$ cat src/rtl/psp_pkg.sv
// Shared constants for the parametrised summing processor: FSM encodings,
// register-file indices and ALU operand selects.
package psp_pkg;

  localparam logic [2:0] ST_IDLE  = 3'd0;
  localparam logic [2:0] ST_INIT  = 3'd1;
  localparam logic [2:0] ST_CHECK = 3'd2;
  localparam logic [2:0] ST_ADD   = 3'd3;
  localparam logic [2:0] ST_INC   = 3'd4;
  localparam logic [2:0] ST_OUT   = 3'd5;
  localparam logic [2:0] ST_DONE  = 3'd6;

  localparam int R_ZERO = 0;
  localparam int R_I    = 1;
  localparam int R_SUM  = 2;

  // ADD_RR adds two register operands, ADD_R1 adds constant one to port A
  localparam logic ADD_RR = 1'b0;
  localparam logic ADD_R1 = 1'b1;

endpackage

$ cat src/rtl/param_sum_processor_if.sv
// Start/busy/done handshake and result bus of the summing processor.
interface param_sum_processor_if #(
  parameter int DATA_W = 8
) ();

  logic              start;
  logic [DATA_W-1:0] limit;
  logic              busy;
  logic              done;
  logic              overflow;
  logic [DATA_W-1:0] outport;

  modport master (
    output start, limit,
    input  busy, done, overflow, outport
  );

  modport slave (
    input  start, limit,
    output busy, done, overflow, outport
  );

endinterface

$ cat src/rtl/psp_regfile.sv
// Register file with one write port, a dedicated init port (R1<=1, R2<=0)
// and two asynchronous read ports; R0 always reads as zero.
import psp_pkg::*;

module psp_regfile #(
  parameter int DATA_W   = 8,
  parameter int RF_DEPTH = 8,
  parameter int ADDR_W   = $clog2(RF_DEPTH)
) (
  input  logic              clk,
  input  logic              reset,
  input  logic              writeEn_i,
  input  logic [ADDR_W-1:0] writeAddr_i,
  input  logic [DATA_W-1:0] writeData_i,
  input  logic              init_i,
  input  logic [ADDR_W-1:0] readAddrA_i,
  output logic [DATA_W-1:0] readDataA_o,
  input  logic [ADDR_W-1:0] readAddrB_i,
  output logic [DATA_W-1:0] readDataB_o
);

  logic [DATA_W-1:0] mem_q [RF_DEPTH];

  always_ff @(posedge clk) begin
    if (reset) begin
      for (int k = 0; k < RF_DEPTH; k++) mem_q[k] <= '0;
    end else if (init_i) begin
      mem_q[R_I]   <= DATA_W'(1);
      mem_q[R_SUM] <= '0;
    end else if (writeEn_i && (writeAddr_i != ADDR_W'(R_ZERO))) begin
      mem_q[writeAddr_i] <= writeData_i;
    end
  end

  assign readDataA_o = (readAddrA_i == ADDR_W'(R_ZERO)) ? '0 : mem_q[readAddrA_i];
  assign readDataB_o = (readAddrB_i == ADDR_W'(R_ZERO)) ? '0 : mem_q[readAddrB_i];

endmodule

$ cat src/rtl/param_sum_processor.sv
// Dedicated processor computing 1+2+...+L: control FSM, register file,
// adder ALU and limit comparator, with overflow and wrap-safe termination.
import psp_pkg::*;

module param_sum_processor #(
  parameter int DATA_W   = 8,
  parameter int RF_DEPTH = 8
) (
  input logic                 clk,
  input logic                 reset,
  param_sum_processor_if.slave bus
);

  localparam int ADDR_W = $clog2(RF_DEPTH);

  logic [2:0]        state_q, state_d;
  logic [DATA_W-1:0] limit_q, limit_d;
  logic [DATA_W-1:0] outport_q, outport_d;
  logic              wrap_q, wrap_d;
  logic              overflow_q, overflow_d;

  logic              inAdd, aluSel, writeEn, initEn, loopContinue;
  logic [ADDR_W-1:0] readAddrA, writeAddr;
  logic [DATA_W-1:0] readDataA, readDataB, aluOperandB;
  logic [DATA_W:0]   aluResult;

  // Datapath steering depends only on the current state
  assign inAdd     = (state_q == ST_ADD);
  assign aluSel    = inAdd ? ADD_RR : ADD_R1;
  assign readAddrA = (inAdd || state_q == ST_OUT) ? ADDR_W'(R_SUM) : ADDR_W'(R_I);
  assign writeAddr = inAdd ? ADDR_W'(R_SUM) : ADDR_W'(R_I);
  assign writeEn   = inAdd || (state_q == ST_INC);
  assign initEn    = (state_q == ST_INIT);

  assign aluOperandB  = (aluSel == ADD_RR) ? readDataB : DATA_W'(1);
  assign aluResult    = {1'b0, readDataA} + {1'b0, aluOperandB};
  assign loopContinue = (readDataB <= limit_q) && !wrap_q;

  psp_regfile #(
    .DATA_W  (DATA_W),
    .RF_DEPTH(RF_DEPTH),
    .ADDR_W  (ADDR_W)
  ) u_regfile (
    .clk        (clk),
    .reset      (reset),
    .writeEn_i  (writeEn),
    .writeAddr_i(writeAddr),
    .writeData_i(aluResult[DATA_W-1:0]),
    .init_i     (initEn),
    .readAddrA_i(readAddrA),
    .readDataA_o(readDataA),
    .readAddrB_i(ADDR_W'(R_I)),
    .readDataB_o(readDataB)
  );

  always_comb begin
    state_d    = state_q;
    limit_d    = limit_q;
    outport_d  = outport_q;
    wrap_d     = wrap_q;
    overflow_d = overflow_q;
    case (state_q)
      ST_IDLE: begin
        if (bus.start) begin
          limit_d    = bus.limit;
          overflow_d = 1'b0;
          state_d    = ST_INIT;
        end
      end
      ST_INIT: begin
        wrap_d  = 1'b0;
        state_d = ST_CHECK;
      end
      ST_CHECK: state_d = loopContinue ? ST_ADD : ST_OUT;
      ST_ADD: begin
        if (aluResult[DATA_W]) overflow_d = 1'b1;
        state_d = ST_INC;
      end
      // A carry out of i means i passed the all-ones limit: stop the loop
      ST_INC: begin
        if (aluResult[DATA_W]) wrap_d = 1'b1;
        state_d = ST_CHECK;
      end
      ST_OUT: begin
        outport_d = readDataA;
        state_d   = ST_DONE;
      end
      ST_DONE: state_d = ST_IDLE;
      default: state_d = ST_IDLE;
    endcase
  end

  always_ff @(posedge clk) begin
    if (reset) begin
      state_q    <= ST_IDLE;
      limit_q    <= '0;
      outport_q  <= '0;
      wrap_q     <= 1'b0;
      overflow_q <= 1'b0;
    end else begin
      state_q    <= state_d;
      limit_q    <= limit_d;
      outport_q  <= outport_d;
      wrap_q     <= wrap_d;
      overflow_q <= overflow_d;
    end
  end

  assign bus.busy     = (state_q != ST_IDLE);
  assign bus.done     = (state_q == ST_DONE);
  assign bus.overflow = overflow_q;
  assign bus.outport  = outport_q;

endmodule

$ cat src/flat_wrapper.sv
// flat-port wrapper written by rule: the top's interface ports become plain ports
module param_sum_processor_flat 
#(
  parameter int DATA_W   = 8,
  parameter int RF_DEPTH = 8
)
  (clk, reset, bus_start, bus_limit, bus_busy, bus_done, bus_overflow, bus_outport);
  param_sum_processor_if #(.DATA_W(DATA_W)) bus_i ();
  input logic clk;
  input logic reset;
  input wire logic [$bits(bus_i.start)-1:0] bus_start;
  input wire logic [$bits(bus_i.limit)-1:0] bus_limit;
  output wire logic [$bits(bus_i.busy)-1:0] bus_busy;
  output wire logic [$bits(bus_i.done)-1:0] bus_done;
  output wire logic [$bits(bus_i.overflow)-1:0] bus_overflow;
  output wire logic [$bits(bus_i.outport)-1:0] bus_outport;
  assign bus_i.start = bus_start;
  assign bus_i.limit = bus_limit;
  assign bus_busy = bus_i.busy;
  assign bus_done = bus_i.done;
  assign bus_overflow = bus_i.overflow;
  assign bus_outport = bus_i.outport;
  param_sum_processor #(.DATA_W(DATA_W), .RF_DEPTH(RF_DEPTH)) u_core (.clk(clk), .reset(reset), .bus(bus_i));
endmodule
$ cat config.mk
export PLATFORM = sky130hd
export DESIGN_NAME = param_sum_processor_flat
export DESIGN_NICKNAME = d
export VERILOG_FILES = /design/src/rtl/psp_pkg.sv /design/src/rtl/param_sum_processor_if.sv /design/src/rtl/psp_regfile.sv /design/src/rtl/param_sum_processor.sv /design/src/flat_wrapper.sv
export SDC_FILE = /design/constraint.sdc
export NUM_CORES = 1
export LEC_CHECK = 0
export CORE_ASPECT_RATIO = 1.4
export CORE_UTILIZATION = 56
export CTS_CLUSTER_DIAMETER = 30
export DETAILED_ROUTE_END_ITERATION = 8
export PLACE_DENSITY = 0.75
export SYNTH_ARGS = -nofsm -noshare
export SYNTH_HDL_FRONTEND = slang
export SYNTH_HIERARCHICAL = 1
export SYNTH_SLANG_ARGS = --single-unit
$ cat constraint.sdc
create_clock -name clk -period 4.9 [get_ports clk]
set_clock_uncertainty 0.05 [all_clocks]
set_input_delay 0.49 -clock clk [delete_from_list [all_inputs] [get_ports clk]]
set_output_delay 0.49 -clock clk [all_outputs]
set_load 0.03 [all_outputs]
==> results of run 1 <==
power breakdown:
part           leakage (nW)  internal [W]  switching, W
sequential            0.753      0.000734     0.0000271
clock                0.0826      0.000181      0.000232
combinational          1.24      0.000117      0.000190
metrics by stage:
stage | utilization (%) | total power (W)
after detailed placement | 61.8 | 0.00107
after global placement | 61.8 | 0.00107
after global routing | 63.8 | 0.00154
after CTS | 63.8 | 0.00148
final | 63.8 | 0.00148
after floorplan | - | 0.000981
how the worst max path moves through the flow:
stage	end	slack, ps	from	cells after the start
2_1_floorplan	u_core/u_regfile/mem_q[1][6]$_SDFFCE_PN0P_	1380	u_core/state_q[1]$_SDFFE_PP0P_	19
3_3_place_gp	u_core/u_regfile/mem_q[2][7]$_SDFFCE_PN0P_	730	u_core/state_q[1]$_SDFFE_PP0P_	14
3_5_place_dp	u_core/u_regfile/mem_q[3][7]$_SDFFCE_PN0P_	620	u_core/state_q[1]$_SDFFE_PP0P_	14
4_1_cts	u_core/u_regfile/mem_q[3][7]$_SDFFCE_PN0P_	610	u_core/state_q[1]$_SDFFE_PP0P_	14
5_1_grt	u_core/u_regfile/mem_q[2][7]$_SDFFCE_PN0P_	210	u_core/state_q[1]$_SDFFE_PP0P_	14
6_report	u_core/u_regfile/mem_q[3][7]$_SDFFCE_PN0P_	520	u_core/state_q[1]$_SDFFE_PP0P_	14
routing by layer:
layer | GRT usage, % | wire length [µm] | vias up
met5 | 0 | 0 | -
met4 | 19.3 | 653 | 0
met3 | 4.35 | 691 | 40
met2 | 50.3 | 5640 | 152
met1 | 31.9 | 4400 | 1613
li1 | - | - | 1591
sequential cells by signal, summed over array words and instances (netlist names):
| signal | count |
|---|---|
| u_core/bus.outport | 8 |
| u_core/bus.overflow | 1 |
| u_core/limit_q | 8 |
| u_core/state_q | 3 |
| u_core/u_regfile/mem_q | 56 |
| u_core/wrap_q | 1 |
cell usage in the layout (no fill, tap or decap), drive strengths merged, types with 2 or more instances in the layout:
master / netlist / final
buf: 16 / 10
or2: 3 / 3
nand2b: 5 / 5
nor2b: 13 / 13
mux2i: 32 / 32
inv: 14 / 15
a221oi: 22 / 22
nand3b: 4 / 4
o21ai: 13 / 13
a21o: 4 / 4
xor2: 2 / 2
nor2: 28 / 28
and3: 8 / 8
clkdlybuf4s50: 0 / 21
clkinv: 0 / 4
dfxtp: 21 / 21
clkbuf: 8 / 11
mux2: 16 / 16
conb: 2 / 7
a22o: 2 / 2
a211oi: 12 / 12
a311oi: 8 / 8
nand2: 25 / 25
a31oi: 2 / 2
ha: 16 / 16
a21oi: 13 / 13
nand4: 2 / 2
xnor2: 3 / 3
edfxtp: 56 / 56
nor3: 3 / 3
nor3b: 2 / 2
and2: 58 / 58
cell families (layout without fill, tap and decap cells):
kind of cell / after synthesis / count (layout) / synth area share [%]
AND/OR/NAND/NOR: 157 / 157 / 19.9
AO/OA/AOI/OAI: 80 / 80 / 12.7
flip-flops: 77 / 77 / 46.0
multiplexers: 48 / 48 / 10.9
buffers and inverters: 38 / 61 / 4.46
adder cells (fa/ha/maj): 17 / 17 / 4.82
XOR/XNOR: 5 / 5 / 0.958
other: 2 / 7 / 0.164
worst max-delay path: stages (launching register included):
cell and delay [ps]:
dfxtp_1 380, nor2b_1 160, buf_4 170, nand2_2 130, nand2_2 180, inv_2 540, mux2_2 420, a221oi_1 440
a221oi_1 200, ha_1 400, and2_1 180, o21ai_0 220, a31oi_1 170, xor2_1 400, and2_1 200
cell type report:
cell class | count | area [µm²] | share of cell area, %
clock buffers | 11 | 131 | 2.62
clock inverters | 5 | 26.3 | 0.525
inverters | 14 | 52.6 | 1.05
multi-input cells | 314 | 2280 | 45.6
flip-flops and latches | 77 | 2100 | 42.0
well taps | 100 | 125 | 2.50
repair buffers | 31 | 285 | 5.70
cell usage after synthesis, types with 3 or more instances:
master	number	area share (%)
nand3b_1	4	0.66
and3_1	8	1.1
ha_1	16	4.4
dfxtp_1	21	9.2
buf_4	4	0.66
edfxtp_1	56	37
inv_1	12	0.99
and2_1	57	7.8
buf_2	6	0.66
clkbuf_1	7	0.57
nand2_1	23	1.9
a311oi_1	8	1.5
o21ai_0	11	1.2
nor2b_1	13	1.8
a221oi_1	22	4.2
nor2_1	24	2.0
mux2_2	16	3.9
nor2_4	3	0.74
a21o_1	4	0.66
nand2b_1	5	0.68
xnor2_1	3	0.57
a21oi_1	12	1.3
mux2i_1	32	7.0
buf_6	5	1.2
a211oi_1	11	1.8
==> metrics.txt, run 1 <==
CP startpoint kind=flop; Tmin final=4380 ps; CP Capture Type=flop; unrepaired setup endpoints after global routing=false; Post-synth EDFFs=56; worst r2r dst=u_core/u_regfile/mem_q[3][7]$_SDFFCE_PN0P_; Synth async-reset ratio=0%; Synth warnings=6; pre-CTS setup slack=623 ps; FP Rows=38; hold wc startpoint=u_core/limit_q[2]$_SDFFE_PP0P_; vias in the first global route=3,351; worst hold path class=flop to flop; Cell Pwr Density=296 mW/mm²; Worst Hold Endpoint=u_core/limit_q[2]$_SDFFE_PP0P_; # hold bufs at CTS=0; CTS clock-pin slew for the worst setup and hold paths=80 ps; root buffer cell=clkbuf_8; CTS sink cnt=77; Synth cell types=55; Mapped Avg Cell Area=10.8 µm²; MaxCap Viol Count=0; final wirelength=11,400 µm; CTS Buffer Depth=2; die area=0.00853 mm²; clock latency on the worst-skew pair=350 ps; Final Cell Area=0.00501 mm²; DIE HEIGHT=109 µm; sequential fraction of the synthesis area=46.0%; I/O pins=22; Vias=3,396; placed cell count=536; Mapped Cells=424; CTS tree=done; hold depth=2; Fillers=658; FF-to-FF Start=u_core/state_q[1]$_SDFFE_PP0P_; top_reg_cell synth=edfxtp_1; Final Hold Vio Count=0; post-CTS resize count=0; status=completed; initial antenna violation count=0; critical setup path kind=flop to flop; Avg WL per Cell=20.6 µm; Core Area=0.00785 mm²; worst vdd ir=0.205 mV; Final Non-Filler Cells=552; Initial Util=58.3%; first-pass GRT wire length=17,500 µm; CTS H-Tree Depth=3; fin crit share=89.5%; synth-to-layout area growth=9.53%; DP HPWL=8540 µm; layout cell share with drive strength beyond 1=11.9%; Chip Width=78.4 µm; DRC=0; cells on worst reg2reg path=14; Fmax achieved=228 MHz; Net count, final=475; port buffer count=21; Final Setup Violations=0; gr ovfl total=0; Yosys reg bits=77; CTS Buf Count=9; drt initial violations=257; Cell Area, Synth=0.00457 mm²; P_leak=2.07 nW; Worst EP required=5070 ps; Final Wtd Congestion=0.949; slew margin rel.=46.0%; number of antenna diodes=0; drt via density=6.15; setup bufs post-CTS=0; Critical Path AT=4560 ps; area post-placement=0.00485 mm²; Slew @ Worst Pin=802 ps; WHS=410 ps; reg2reg setup slack=520 ps; setup TNS=0 ps; Total GRT Usage=28.6%; max-slew violation count=0; Routed Antenna Nets=0; Setup WS post-layout=516 ps; largest net degree at the start of global routing=34; Max Fanout on Critical Path=27; first-pass iteration count of the detailed router=5
No activity file was read; power rests on OpenSTA's default activity.
==> run 2, diff against run 1 <==
- GPL_TIMING_DRIVEN: not set -> 0
- SKIP_LAST_GASP: not set -> 1
==> run 2 against run 1 <==
Via count grew 0.32%. Wire length up 1.3%. Non-clock buffer count rose by 14. Cell area is 3.3% higher. Total power grew 13%. Global-route usage is 0.66 points higher. Worst hold slack lost 1.5 ps. Clock power up 43%. Combinational power is 7.2% higher. Clock-buffer cell count decreased by 2. Critical path type unchanged. Largest cell class unchanged.
==> metrics.txt, run 2 (synthesis results as in run 1) <==
Initial Util=58.3% (unchanged); placed cell count=550 (+2.6%); vias in the first global route=3,322 (-0.87%); max reg flops=56 (unchanged); CP Cell Sequence=buf_4 > nor2b_1 > buf_4 > nand2_2 > nand2_2 > inv_2 > buf_6 > buf_6 > and2b_1 > a221oi_1 > a221oi_1 > ha_1 > o21ai_0 > nor2_1 > o21a_1 > nor2_1 > xnor2_1 > and2_1; setup bufs post-CTS=0 (unchanged); Fmax achieved=216 MHz (-5.2%); root buffer cell=clkbuf_8; commonest non-fill, non-tap cells in the layout=and2_1 (57), edfxtp_1 (56), mux2i_1 (32); # hold bufs at CTS=0 (unchanged); MaxCap Viol Count=0 (unchanged); Comb power frac=19.6% (-1.1 points); Setup WS post-layout=276 ps (-239 ps); slew margin rel.=12.1% (-34 points); DIE HEIGHT=109 µm (unchanged); worst vdd ir=0.236 mV (+15%); FP Rows=38 (unchanged); fin crit share=94.4% (+4.9 points); Chip Width=78.4 µm (unchanged); P_leak=2.16 nW (+4.3%); DRC=0 (unchanged); Slew @ Worst Pin=1300 ps (+502 ps); max-slew violation count=0 (unchanged); storage element area=0.00210 mm² (unchanged); number of antenna diodes=0 (unchanged); power share of the clock group=35.3% (+7.4 points); Pint=0.00120 W (+16%); CTS Buffer Depth=2 (unchanged); CTS clock-pin slew for the worst setup and hold paths=90 ps (about the same); pre-CTS setup slack=413 ps (-210 ps); I/O pins=22 (unchanged); final wirelength=11,500 µm (+1.3%); hold wc startpoint=u_core/limit_q[5]$_SDFFE_PP0P_; unrepaired setup endpoints after global routing=false; CTS Buf Count=9 (unchanged); first-pass iteration count of the detailed router=5 (unchanged); Fillers=652 (-0.91%); WHS=409 ps (-1.54 ps); CP max stage delay=750 ps (+210 ps); synth-to-layout area growth=13.1%; Psw=0.000480 W (+6.9%); Tmin final=4620 ps (+239 ps); Largest Register=u_core/u_regfile/mem_q; area post-placement=0.00492 mm² (+1.6%); die area=0.00853 mm² (unchanged); Final Non-Filler Cells=566 (+2.5%); Routed Antenna Nets=0 (unchanged); CTS H-Tree Depth=3 (unchanged); critical setup path kind=flop to flop; worst r2r dst=u_core/u_regfile/mem_q[2][6]$_SDFFCE_PN0P_; sequential share of power=45.1% (-6.3 points); hold depth=2 (unchanged); reg2reg setup slack=280 ps (-240 ps); commonest non-fill, non-tap cell in the layout=and2_1; area of the multi-input gates=0.00228 mm² (unchanged); port buffer count=21 (unchanged); Final Wtd Congestion=0.927 (-2.3%); largest net degree at the start of global routing=15 (-56%); Core Area=0.00785 mm² (unchanged); Final Hold Vio Count=0 (unchanged); Worst EP required=5070 ps (about the same); FF-to-FF Start=u_core/state_q[1]$_SDFFE_PP0P_; DP HPWL=8900 µm (+4.2%); CP startpoint kind=flop; worst hold path class=flop to flop; Net Sw Frac=28.6% (-1.7 points); Max Fanout on Critical Path=10 (-63%); Total GRT Usage=29.3% (+0.66 points); Vias=3,407 (+0.32%); post-CTS resize count=0 (unchanged); CTS sink cnt=77 (unchanged); layout cell share with drive strength beyond 1=13.7% (+1.8 points); initial antenna violation count=0 (unchanged); drt initial violations=247 (-3.9%); Worst Hold Endpoint=u_core/limit_q[5]$_SDFFE_PP0P_; status=completed; Cell Pwr Density=325 mW/mm² (+9.7%); first-pass GRT wire length=17,800 µm (+1.4%); Final Setup Violations=0 (unchanged); Avg WL per Cell=20.4 µm (-1.2%); Critical Path AT=4790 ps (+230 ps); drt via density=6.02 (-2.2%); cells on worst reg2reg path=18 (+4); setup TNS=0 ps (unchanged); CP Capture Type=flop; Final Cell Area=0.00517 mm² (+3.3%); crit path max-delay cell type=xnor2_1; clock latency on the worst-skew pair=350 ps (about the same); gr ovfl total=0 (unchanged); Net count, final=489 (+2.9%); CTS tree=done
==> run 2: cell type report <==
cell class | count | area share, %
Tap cell | 100 | 2.42
Multi-Input combinational cell | 314 | 44.2
Timing Repair Buffer | 21 | 4.07
Clock buffer | 9 | 2.40
Buffer | 24 | 2.93
Sequential cell | 77 | 40.7
Clock inverter | 7 | 2.35
Inverter | 14 | 1.02
==> run 2: worst max-delay path by stage <==
stage	startpoint	endpoint	slack [ps]	cells after the start
2_1_floorplan	u_core/state_q[1]$_SDFFE_PP0P_	u_core/u_regfile/mem_q[1][6]$_SDFFCE_PN0P_	1380	19
3_3_place_gp	u_core/state_q[1]$_SDFFE_PP0P_	u_core/u_regfile/mem_q[2][6]$_SDFFCE_PN0P_	460	18
3_5_place_dp	u_core/state_q[1]$_SDFFE_PP0P_	u_core/u_regfile/mem_q[2][6]$_SDFFCE_PN0P_	410	18
4_1_cts	u_core/state_q[1]$_SDFFE_PP0P_	u_core/u_regfile/mem_q[2][6]$_SDFFCE_PN0P_	370	18
5_1_grt	u_core/state_q[1]$_SDFFE_PP0P_	u_core/u_regfile/mem_q[2][6]$_SDFFCE_PN0P_	90	18
6_report	u_core/state_q[1]$_SDFFE_PP0P_	u_core/u_regfile/mem_q[2][6]$_SDFFCE_PN0P_	280	18
==> run 2: layer usage <==
layer | GRT usage [%] | wire (µm) | part of all wire [%]
met1 | 34.2 | 4690 | 41
met2 | 48.1 | 5520 | 48
met3 | 4.18 | 497 | 4.3
met4 | 23.4 | 818 | 7.1
met5 | 0 | 0 | 0
==> run 2: worst max-delay path, delay by kind of cell (launching register included) <==
family | cells | cell delay, ps
simple gates | 7 | 1140
fa+ha+maj | 1 | 440
compound gates | 4 | 1130
flops | 1 | 310
buf+inv | 5 | 660
xor+xnor | 1 | 750
==> run 2: power by group through the flow <==
stage	clock network (W)	registers [W]	logic (W)
finish	0.000592	0.000758	0.000329
global route	0.000626	0.000761	0.000354
CTS	0.000601	0.000757	0.000319
detailed placement	0	0.000772	0.000318
global placement	0	0.000770	0.000309
floorplan	0	0.000763	0.000218
==> run 2: metrics by stage <==
step                util, %  power, W
detailed placement     62.8   0.00109
finish                 65.9   0.00168
floorplan                 -  0.000981
global route           65.9   0.00174
CTS                    65.9   0.00168
global placement       62.8   0.00108
